===== config.mk =====
export PLATFORM = sky130hd
export DESIGN_NAME = rv32i_exec_unit
export DESIGN_NICKNAME = d
export VERILOG_FILES = /design/src/rtl/rv32i_exec_unit.sv
export SDC_FILE = /design/constraint.sdc
export NUM_CORES = 1
export LEC_CHECK = 0
export CAP_MARGIN = 5
export CORE_MARGIN = 2
export CORE_UTILIZATION = 45
export DETAILED_ROUTE_END_ITERATION = 6
export PLACE_DENSITY = 0.68
export SLEW_MARGIN = 40
export SYNTH_ARGS = -nofsm -noshare
export SYNTH_HDL_FRONTEND = slang
export SYNTH_SLANG_ARGS = --single-unit

===== constraint.sdc =====
create_clock -name clk -period 5.2 [get_ports clk]
set_input_delay 0.78 -clock clk [delete_from_list [all_inputs] [get_ports clk]]
set_output_delay 0.78 -clock clk [all_outputs]
set_load 0.02 [all_outputs]

===== src/rtl/rv32i_exec_unit.sv =====
// RV32I execute stage: immediate decode, integer ALU and branch compare.
// Immediate is combinational; ALU result and branch decision are registered.
module rv32i_exec_unit (
   input  logic        clk,
   input  logic        rst,
   input  logic [31:0] instr,
   input  logic [31:0] reg_data_1,
   input  logic [31:0] reg_data_2,
   input  logic        alu_en,
   input  logic        br_en,
   output logic [31:0] imm,
   output logic [31:0] alu_res,
   output logic        br_taken
);

   logic [6:0]  opcode;
   logic [2:0]  funct3;
   logic [6:0]  funct7;
   logic [31:0] op_a, op_b;
   logic [4:0]  shamt;
   logic [31:0] alu_nxt;
   logic        br_nxt;

   assign opcode = instr[6:0];
   assign funct3 = instr[14:12];
   assign funct7 = instr[31:25];

   always_comb begin
      imm = '0;
      case (opcode)
         7'b0000011, 7'b0010011, 7'b1100111, 7'b1110011:
            imm = {{20{instr[31]}}, instr[31:20]};
         7'b0100011:
            imm = {{20{instr[31]}}, instr[31:25], instr[11:7]};
         7'b1100011:
            imm = {{19{instr[31]}}, instr[31], instr[7], instr[30:25], instr[11:8], 1'b0};
         7'b0110111, 7'b0010111:
            imm = {instr[31:12], 12'b0};
         7'b1101111:
            imm = {{11{instr[31]}}, instr[31], instr[19:12], instr[20], instr[30:21], 1'b0};
         default: imm = '0;
      endcase
   end

   // opcode[5] separates register-register (OP) from register-immediate (OP-IMM)
   assign op_a  = reg_data_1;
   assign op_b  = opcode[5] ? reg_data_2 : imm;
   assign shamt = op_b[4:0];

   always_comb begin
      alu_nxt = '0;
      case (funct3)
         3'b000: alu_nxt = (opcode[5] && funct7[5]) ? op_a - op_b : op_a + op_b;
         3'b001: alu_nxt = op_a << shamt;
         3'b010: alu_nxt = {31'b0, $signed(op_a) < $signed(op_b)};
         3'b011: alu_nxt = {31'b0, op_a < op_b};
         3'b100: alu_nxt = op_a ^ op_b;
         3'b101: alu_nxt = funct7[5] ? 32'($signed(op_a) >>> shamt) : op_a >> shamt;
         3'b110: alu_nxt = op_a | op_b;
         3'b111: alu_nxt = op_a & op_b;
         default: alu_nxt = '0;
      endcase
   end

   always_comb begin
      br_nxt = 1'b0;
      case (funct3)
         3'b000: br_nxt = (reg_data_1 == reg_data_2);
         3'b001: br_nxt = (reg_data_1 != reg_data_2);
         3'b100: br_nxt = ($signed(reg_data_1) <  $signed(reg_data_2));
         3'b101: br_nxt = ($signed(reg_data_1) >= $signed(reg_data_2));
         3'b110: br_nxt = (reg_data_1 <  reg_data_2);
         3'b111: br_nxt = (reg_data_1 >= reg_data_2);
         default: br_nxt = 1'b0;
      endcase
   end

   // Outputs clear whenever their enable drops, so results live only while held
   always_ff @(posedge clk) begin
      if (rst) begin
         alu_res  <= '0;
         br_taken <= 1'b0;
      end else begin
         alu_res  <= alu_en ? alu_nxt : '0;
         br_taken <= br_en ? br_nxt : 1'b0;
      end
   end

endmodule


Word level (Yosys, flattened, before mapping). Cells that the tools add are included.

Bits in read-only memories: 0. Output and inout bits: 65. Latch bits: 0. Memories: 0. Word-level logic and storage cells: 48. Bits in registers: 33. Memory bits (writable): 0. Input port bits: 100.

Equal/unequal tests: 18. Add/sub/neg operators: 2. Reduce and logical (&&, ||, !) cells: 6. $lt $le $gt $ge: 6. Multiply operators: 0. Shift operators: 3. Divide/modulo/power cells: 0. Muxes and demuxes: 6. Bitwise logic cells: 5.

Operator list (number): one-hot mux 32 bit (8 select lines) (1); one-hot mux 32 bit (5 select lines) (1); < comparator 32 bit (4); two-way mux 32 bit (3); greater-or-equal comparator 32 bit (2); adder 32 bit (1); AND 32 bit (1); equality test 32 bit (1); inequality test 32 bit (1); bitwise OR 32 bit (1); << shifter 32 x 5 -> 32 bit (1); >> shifter 32 x 5 -> 32 bit (1); >>> shifter 32 x 5 -> 32 bit (1); subtractor 32 bit (1); XOR 32 bit (1); equality test 7 bit, second input constant (4); equality test 7 x 5 -> 1 bit, second input constant (2); equality test 7 x 6 -> 1 bit, second input constant (2); equality test 3 bit, second input constant (4); equality test 7 x 2 -> 1 bit, second input constant (1); equality test 3 x 2 -> 1 bit, second input constant (2); one-hot mux 1 bit (6 select lines) (1); OR reduction 2 bit (3); OR reduction 4 bit (1); 4 further kinds (5).

Depth between registers and ports, before layout. Gate-level depths: netlist of run 1.

Depth in word-level cells: 7. Depth in mapped cells: 24. Depth with buffers taken out: 20.

Least setup slack after synthesis of run 1. OpenSTA, ideal clock, no wires.

Path kind: input-to-reg. Start point: input port instr[5]. End point: register alu_res[21]. Slack: 0.298 ns. Arrival time: 4.774 ns. Setup time: 0.129 ns. Path buffers: 4. Cell stages on the path: 21. Path through: buf_2 > clkbuf_1 > nand2_1 > o31ai_1 > and3_1 > clkbuf_1 > a21o_1 > nor2_1 > a21o_1 > ha_1 > buf_2 > nor2b_1 > a221oi_1 > o31ai_1 > and4_1 > a221o_1 > a211oi_1 > a21oi_1 > xnor2_1 > a2111oi_0 > nor2_1.

Word-level cells in the longest chain between the ends: 7. Elaborated cells on any way between the ends: 25.

RTL lines: start: declaration (RTL line 6) `input logic [31:0] instr,`; equality test 7 x 2 -> 1 bit, or another cell as far along (RTL line 30) `case (opcode)`; OR reduction 4 bit or OR reduction 2 bit (tied branches) (RTL line 30); one-hot mux 32 bit (5 select lines) (*) (RTL line 30); net imm[12] (RTL line 11) `output logic [31:0] imm,`; two-way mux 32 bit (*) (RTL line 47) `assign op_b = opcode[5] ? reg_data_2 : imm;`; adder 32 bit or subtractor 32 bit (tied branches) (RTL line 53) `3'b000: alu_nxt = (opcode[5] && funct7[5]) ? op_a - op_b : op_a + op_b;`; two-way mux 32 bit (*) (RTL line 53); one-hot mux 32 bit (8 select lines) (*) (RTL line 52) `case (funct3)`; end signal: assignment (RTL line 84) `alu_res <= alu_en ? alu_nxt : '0;`; end: declaration (RTL line 12) `output logic [31:0] alu_res,`.

The timed path passes the listed nets; every way through them passes the cells marked *. A chain may end at the register's enable or synchronous reset.

Worst setup path after layout of run 1.
Start point: input port instr[2]. End point: register alu_res[31].

Word-level cells in the longest chain between the ends: 7. Elaborated cells on any way between the ends: 24.

RTL lines (RTL line): equality test 7 x 2 -> 1 bit, or another cell as far along (30); OR reduction 4 bit or OR reduction 2 bit (tied branches) (30); one-hot mux 32 bit (5 select lines) (*) (30); two-way mux 32 bit (*) (47); adder 32 bit, or another cell as far along (53); two-way mux 32 bit, on equally long branches (53, 58); one-hot mux 32 bit (8 select lines) (*) (52).

Every way passes the cells marked *; elsewhere a longest branch is shown, timed or not.

==> results of run 1 <==
## layout make-up
class | count | area (um^2) | area share [%]
well taps | 324 | 405 | 2.85
clock inverters | 2 | 10.0 | 0.0703
repair buffers | 361 | 3110 | 21.9
flip-flops and latches | 33 | 661 | 4.64
clock buffers | 6 | 129 | 0.906
multi-input cells | 1400 | 9360 | 65.8
diodes | 1 | 2.50 | 0.0176
inverters | 143 | 547 | 3.84
## power breakdown
part | switching (W) | internal [W]
sequential | 0.00000449 | 0.000267
clock | 0.000124 | 0.000176
combinational | 0.000971 | 0.000645
total | 0.00110 | 0.00109
## what timing repair did
item | 4_1_cts | 5_1_grt
endpoints found under the hold margin | 0 | 0
endpoints found under the setup margin | 0 | 8
gates resized for setup | 0 | 8
buffers inserted | 0 | 0
## cells in the mapped netlist, drive strengths merged, types with 31 or more instances
| cell | n | area share, % |
|---|---|---|
| o21ai | 125 | 5.6 |
| ha | 129 | 15 |
| xnor2 | 31 | 2.4 |
| nor2 | 173 | 6.1 |
| nand3 | 31 | 1.4 |
| inv | 139 | 4.7 |
| nand2 | 183 | 6.2 |
| mux2i | 79 | 7.2 |
| dfxtp | 33 | 6.0 |
| a21oi | 179 | 8.2 |
| buf | 47 | 2.8 |
| a211oi | 50 | 3.5 |
| a21o | 41 | 2.8 |
| clkbuf | 69 | 2.3 |
| nor3 | 40 | 1.8 |
## worst max-delay path by stage
stage | start | endpoint | slack [ns] | depth (start not counted)
2_1_floorplan | instr[5] | alu_res[21] | 0.30 | 21
3_3_place_gp | instr[2] | alu_res[28] | -0.1 | 21
3_5_place_dp | instr[3] | alu_res[31] | -0.03 | 20
4_1_cts | instr[3] | alu_res[31] | 0.26 | 20
5_1_grt | instr[2] | alu_res[31] | -0.003 | 22
6_report | instr[2] | alu_res[31] | 0.27 | 21
## registers in the layout, summed over array words and instances, names as in the netlist
| name | cells |
|---|---|
| alu_res | 32 |
| br_taken | 1 |
## layer usage
| layer | vias to the layer above | share of wire, % | track usage (%) |
|---|---|---|---|
| met3 | 178 | 13 | 11.0 |
| met4 | 0 | 5.3 | 19.4 |
| met1 | 6641 | 40 | 56.9 |
| met2 | 1005 | 41 | 63.2 |
| met5 | - | 0 | 0 |
| li1 | 6593 | - | - |
## logic make-up after synthesis
group | Yosys count
compound gates | 598
xor+xnor | 38
fa+ha+maj | 131
buf+inv | 259
flops | 33
mux | 94
simple gates | 539
## per-stage QoR
| step | std cells | setup TNS (ns) | hold WS, ns | setup slack, ns |
|---|---|---|---|---|
| finish | 2270 | 0 | 1.34 | 0.271 |
| global route | 2269 | -0.00313 | 1.37 | -0.00313 |
| CTS | 2269 | 0 | 1.32 | 0.261 |
| detailed placement | 2261 | -0.0425 | 1.57 | -0.0259 |
| global placement | 2261 | -0.209 | 1.58 | -0.0972 |
| floorplan | 1692 | 0 | 0.941 | 0.298 |
==> flow_metrics.env, run 1 <==
export IMPL_grt_pass1_wl_um=83700
export IMPL_grt_max_degree=62
export IMPL_clock_sinks=33
export IMPL_synth_distinct_cells=89
export IMPL_setup_violations=0
export IMPL_mostFrequentLayoutCells="buf_4 (197), nand2_1 (183), a21oi_1 (175)"
export IMPL_cts_buffers=5
export IMPL_synth_top_family_by_area="compound AO/OA/AOI/OAI gates"
export IMPL_ys_seq_area_share_pct=5.96
export IMPL_maxCapViolCount=0
export IMPL_ant_nets=0
export IMPL_drc=0
export IMPL_hold_path_depth=5
export IMPL_rsz0062_at_grt="yes"
export IMPL_whs_endpoint="br_taken"
export IMPL_layout_drive_gt1_share_pct=13.7
export IMPL_fin_crit_ns=4.93
export IMPL_cts_buffer_depth=2
export IMPL_core_area_um2=24200
export IMPL_grt_pass1_vias=13607
export IMPL_fp_row_count=57
export IMPL_die_h_um=161
export IMPL_cp_arrival_ns=5.08
export IMPL_status="finished, final reports clean"
export IMPL_crit_path_start_kind="input pin"
export IMPL_worst_slew_pin_slew_ns=0.930
export IMPL_hp_start="instr[12]"
export IMPL_grt_total_usage_pct=42.3
export IMPL_synthSimpleGateAreaFrac_pct=22.4
export IMPL_syn_inst=1692
export IMPL_crit_path_top_delay_cell="clkdlybuf4s50_1"
export IMPL_path_buf_inv=5
export IMPL_hpwl_um=45300
export IMPL_critPathCaptureType="register"
export IMPL_mostFrequentLayoutCell="buf_4"
export IMPL_cpLargestDelayFamily="compound AO/OA/AOI/OAI gates"
export IMPL_p_per_area_nw_per_um2=154
export IMPL_synthAdderAreaFrac_pct=14.9
export IMPL_die_w_um=161
export IMPL_post_route_util_pct=58.7
export IMPL_synth_nets=1923
export IMPL_ctsHoldBuffers=0
export IMPL_areaGrowthSynthToFinish_pct=28.3
export IMPL_dr_pass1_iters=7
export IMPL_finalWeightedCongestion=1.06
export IMPL_cts_root_buf="clkbuf_16"
export IMPL_slew_viol_final=0
export IMPL_ys_ff_latch=33
export IMPL_finalPower_w=0.00219
export IMPL_nFillCells=2461
export IMPL_placed_area_um2=14000
export IMPL_yosysWarnings=0
export IMPL_drt_total_wl_um=56200
export IMPL_nets=2175
export IMPL_worstPathCellList="clkdlybuf4s50_1, buf_4, buf_4, nand2_1, nor4_2, buf_4, nand2_1, nand2_1, nor2_1, a21oi_1, inv_1, ha_1, nor2b_1, and3_1, a211o_1, a221o_1, o2111ai_1, a41oi_2, o21a_1, o21ai_0, a211oi_2"
export IMPL_finalHoldViolCount=0
export IMPL_crit_path_max_fanout=12
export IMPL_synthMuxAreaShare_pct=9.02
export IMPL_ys_flop_type="dfxtp_1"
export IMPL_critical_path_class="in -> reg"
export IMPL_io_pins=165
export IMPL_synth_edf_count=0
export IMPL_numPortBuffers=164
export IMPL_synth_cell_area_um2=11100
export IMPL_htreeDepth=2
export IMPL_max_freq_mhz=203
export IMPL_vias=14417
export IMPL_viasPerCell=6.35
export IMPL_path_clk_slew_ns=0.05
export IMPL_detail_route_wl_per_cell_um=24.8
export IMPL_ir_drop_uv=129
export IMPL_initial_core_util_pct=45.7
export IMPL_synth_compound_area_share_pct=34.6
export IMPL_globalRoute_totalOverflow=0
export IMPL_cts_tree="done"
export IMPL_relSlewSlack_pct=38.0
export IMPL_slowest_delay_ns=0.55
export IMPL_synthArstFlopShare_pct=0
export IMPL_finalInstanceArea_um2=14200
export IMPL_crit_required_ns=5.35
export IMPL_first_iter_violations=1961
export IMPL_leakage_nw=6.59
export IMPL_synth_xor_area_share_pct=3.00
export IMPL_syn_avg_cell_area_um2=6.56
export IMPL_fin_crit_sh_pct=94.8
export IMPL_dieArea_um2=25900
export IMPL_antenna_found_initial=2
export IMPL_hold_path_class="in -> reg"
Power figures use the tool's default switching activity.
==> inputs of run 2 (changes only) <==
--- a/config.mk
+++ b/config.mk
@@ -10,7 +10,6 @@
 export CORE_UTILIZATION = 45
 export DETAILED_ROUTE_END_ITERATION = 6
 export PLACE_DENSITY = 0.68
-export SLEW_MARGIN = 40
 export SYNTH_ARGS = -nofsm -noshare
 export SYNTH_HDL_FRONTEND = slang
 export SYNTH_SLANG_ARGS = --single-unit
==> flow_metrics.env, run 2 (synthesized netlist as in run 1, its figures left out) <==
export IMPL_fin_crit_sh_pct=96.3
export IMPL_finalHoldViolCount=0
export IMPL_grt_max_degree=62
export IMPL_hold_ws_ns=1.33
export IMPL_antenna_found_initial=2
export IMPL_grt_total_usage_pct=41.9
export IMPL_ant_nets=0
export IMPL_nFillCells=2428
export IMPL_ir_drop_uv=109
export IMPL_grt_pass1_wl_um=82900
export IMPL_globalRoute_totalOverflow=0
export IMPL_finalPower_w=0.00218
export IMPL_htreeDepth=2
export IMPL_status="finished, final reports clean"
export IMPL_initial_core_util_pct=45.7
export IMPL_p_per_area_nw_per_um2=153
export IMPL_cp_arrival_ns=5.22
export IMPL_worst_slew_pin_slew_ns=1.12
export IMPL_critPathCaptureType="register"
export IMPL_fp_row_count=57
export IMPL_hpwl_um=45200
export IMPL_grt_pass1_vias=13609
export IMPL_setup_violations=0
export IMPL_max_freq_mhz=200
export IMPL_crit_required_ns=5.41
export IMPL_mostFrequentLayoutCells="buf_4 (197), nand2_1 (183), a21oi_1 (176)"
export IMPL_crit_path_top_delay_cell="clkdlybuf4s50_1"
export IMPL_detail_route_wl_per_cell_um=24.6
export IMPL_ctsHoldBuffers=0
export IMPL_path_clk_slew_ns=0.06
export IMPL_dieArea_um2=25900
export IMPL_crit_path_max_fanout=7
export IMPL_finalWeightedCongestion=1.06
export IMPL_drt_total_wl_um=55800
export IMPL_fin_crit_ns=5.01
export IMPL_cts_root_buf="clkbuf_16"
export IMPL_finalInstanceArea_um2=14200
export IMPL_viasPerCell=6.34
export IMPL_nets=2175
export IMPL_core_area_um2=24200
export IMPL_io_pins=165
export IMPL_largest_reg_flops=32
export IMPL_cts_buffers=5
export IMPL_die_h_um=161
export IMPL_areaGrowthSynthToFinish_pct=28.1
export IMPL_cts_setup_buffers=0
export IMPL_cp_common_cell="buf_4"
export IMPL_cts_tree="done"
export IMPL_maxCapViolCount=0
export IMPL_critical_path_class="in -> reg"
export IMPL_largest_registers="alu_res x32, br_taken x1"
export IMPL_hold_path_class="in -> reg"
export IMPL_slew_viol_final=0
export IMPL_numPortBuffers=164
export IMPL_vias=14385
export IMPL_placed_area_um2=14000
export IMPL_mostFrequentLayoutCell="buf_4"
export IMPL_drc=0
export IMPL_relSlewSlack_pct=24.9
export IMPL_cts_buffer_depth=2
export IMPL_first_iter_violations=1915
export IMPL_die_w_um=161
export IMPL_clock_sinks=33
export IMPL_crit_path_start_kind="input pin"
export IMPL_slowest_delay_ns=0.56
export IMPL_dr_pass1_iters=7
export IMPL_leakage_nw=6.58
export IMPL_largest_register="alu_res"
export IMPL_worstPathCellList="clkdlybuf4s50_1, buf_4, inv_1, o31ai_1, and3_1, buf_4, a21o_1, nor2_1, a21o_1, ha_1, inv_1, a21oi_1, nor4_1, o211ai_1, a21boi_1, buf_4, nor2_1, buf_4, o41ai_1, xnor2_1, nand3_1, a41oi_1"
export IMPL_layout_drive_gt1_share_pct=13.4
## run 2: cell counts in the layout (fill, tap and decap cells not counted)
Identical to the previous run, type by type.
## run 2: area by class of cell
type / count / area [um^2] / share of cell area, %
Tap cell: 324 / 405 / 2.85
Antenna cell: 1 / 2.50 / 0.0176
Clock buffer: 6 / 129 / 0.907
Inverter: 143 / 547 / 3.85
Sequential cell: 33 / 661 / 4.65
Timing Repair Buffer: 361 / 3110 / 21.9
Multi-Input combinational cell: 1400 / 9340 / 65.8
Clock inverter: 2 / 10.0 / 0.0705
## run 2: where the power goes
part | internal, W | leakage (nW) | total [W] | switching [W]
clock | 0.000176 | 0.0706 | 0.000301 | 0.000124
sequential | 0.000267 | 0.269 | 0.000271 | 0.00000459
combinational | 0.000645 | 6.24 | 0.00161 | 0.000963
total | 0.00109 | 6.58 | 0.00218 | 0.00109
## run 2: repair_timing
action | in CTS | in global routing
endpoints found under the hold margin | 0 | 0
endpoints found under the setup margin | 0 | 6
resized for setup | 0 | 5
## run 2: final timing paths
| kind | from | end | slack, ns | depth (start not counted) |
|---|---|---|---|---|
| worst min-delay path | instr[12] | br_taken | 1.33 | 5 |
| worst max-delay path | instr[3] | alu_res[26] | 0.19 | 22 |
## run 2: metrics by stage
step	setup TNS [ns]	setup slack [ns]	cells	utilization (%)
finish	0	0.191	2270	58.6
global route	-0.0364	-0.0364	2269	58.6
CTS	0	0.244	2269	58.5
detailed placement	-0.0789	-0.0312	2261	57.9
global placement	-0.209	-0.0972	2261	57.9
floorplan	0	0.298	1692	-
## run 2: layer usage
metal  wire (um)  up-vias  track usage [%]
met5           0        -                0
met4        3090        0             20.4
met3        7300      177             10.3
met2       22900     1051             62.2
met1       22500     6567             56.7
li1            -     6590                -
## run 2: worst max-delay path, delay by kind of cell
kind                     cells  cell delay [ns]
buffers and inverters        7             1.30
adder cells (fa/ha/maj)      1             0.32
AND/OR/NAND/NOR              5             0.78
AO/OA/AOI/OAI                8             1.86
XOR/XNOR                     1             0.17
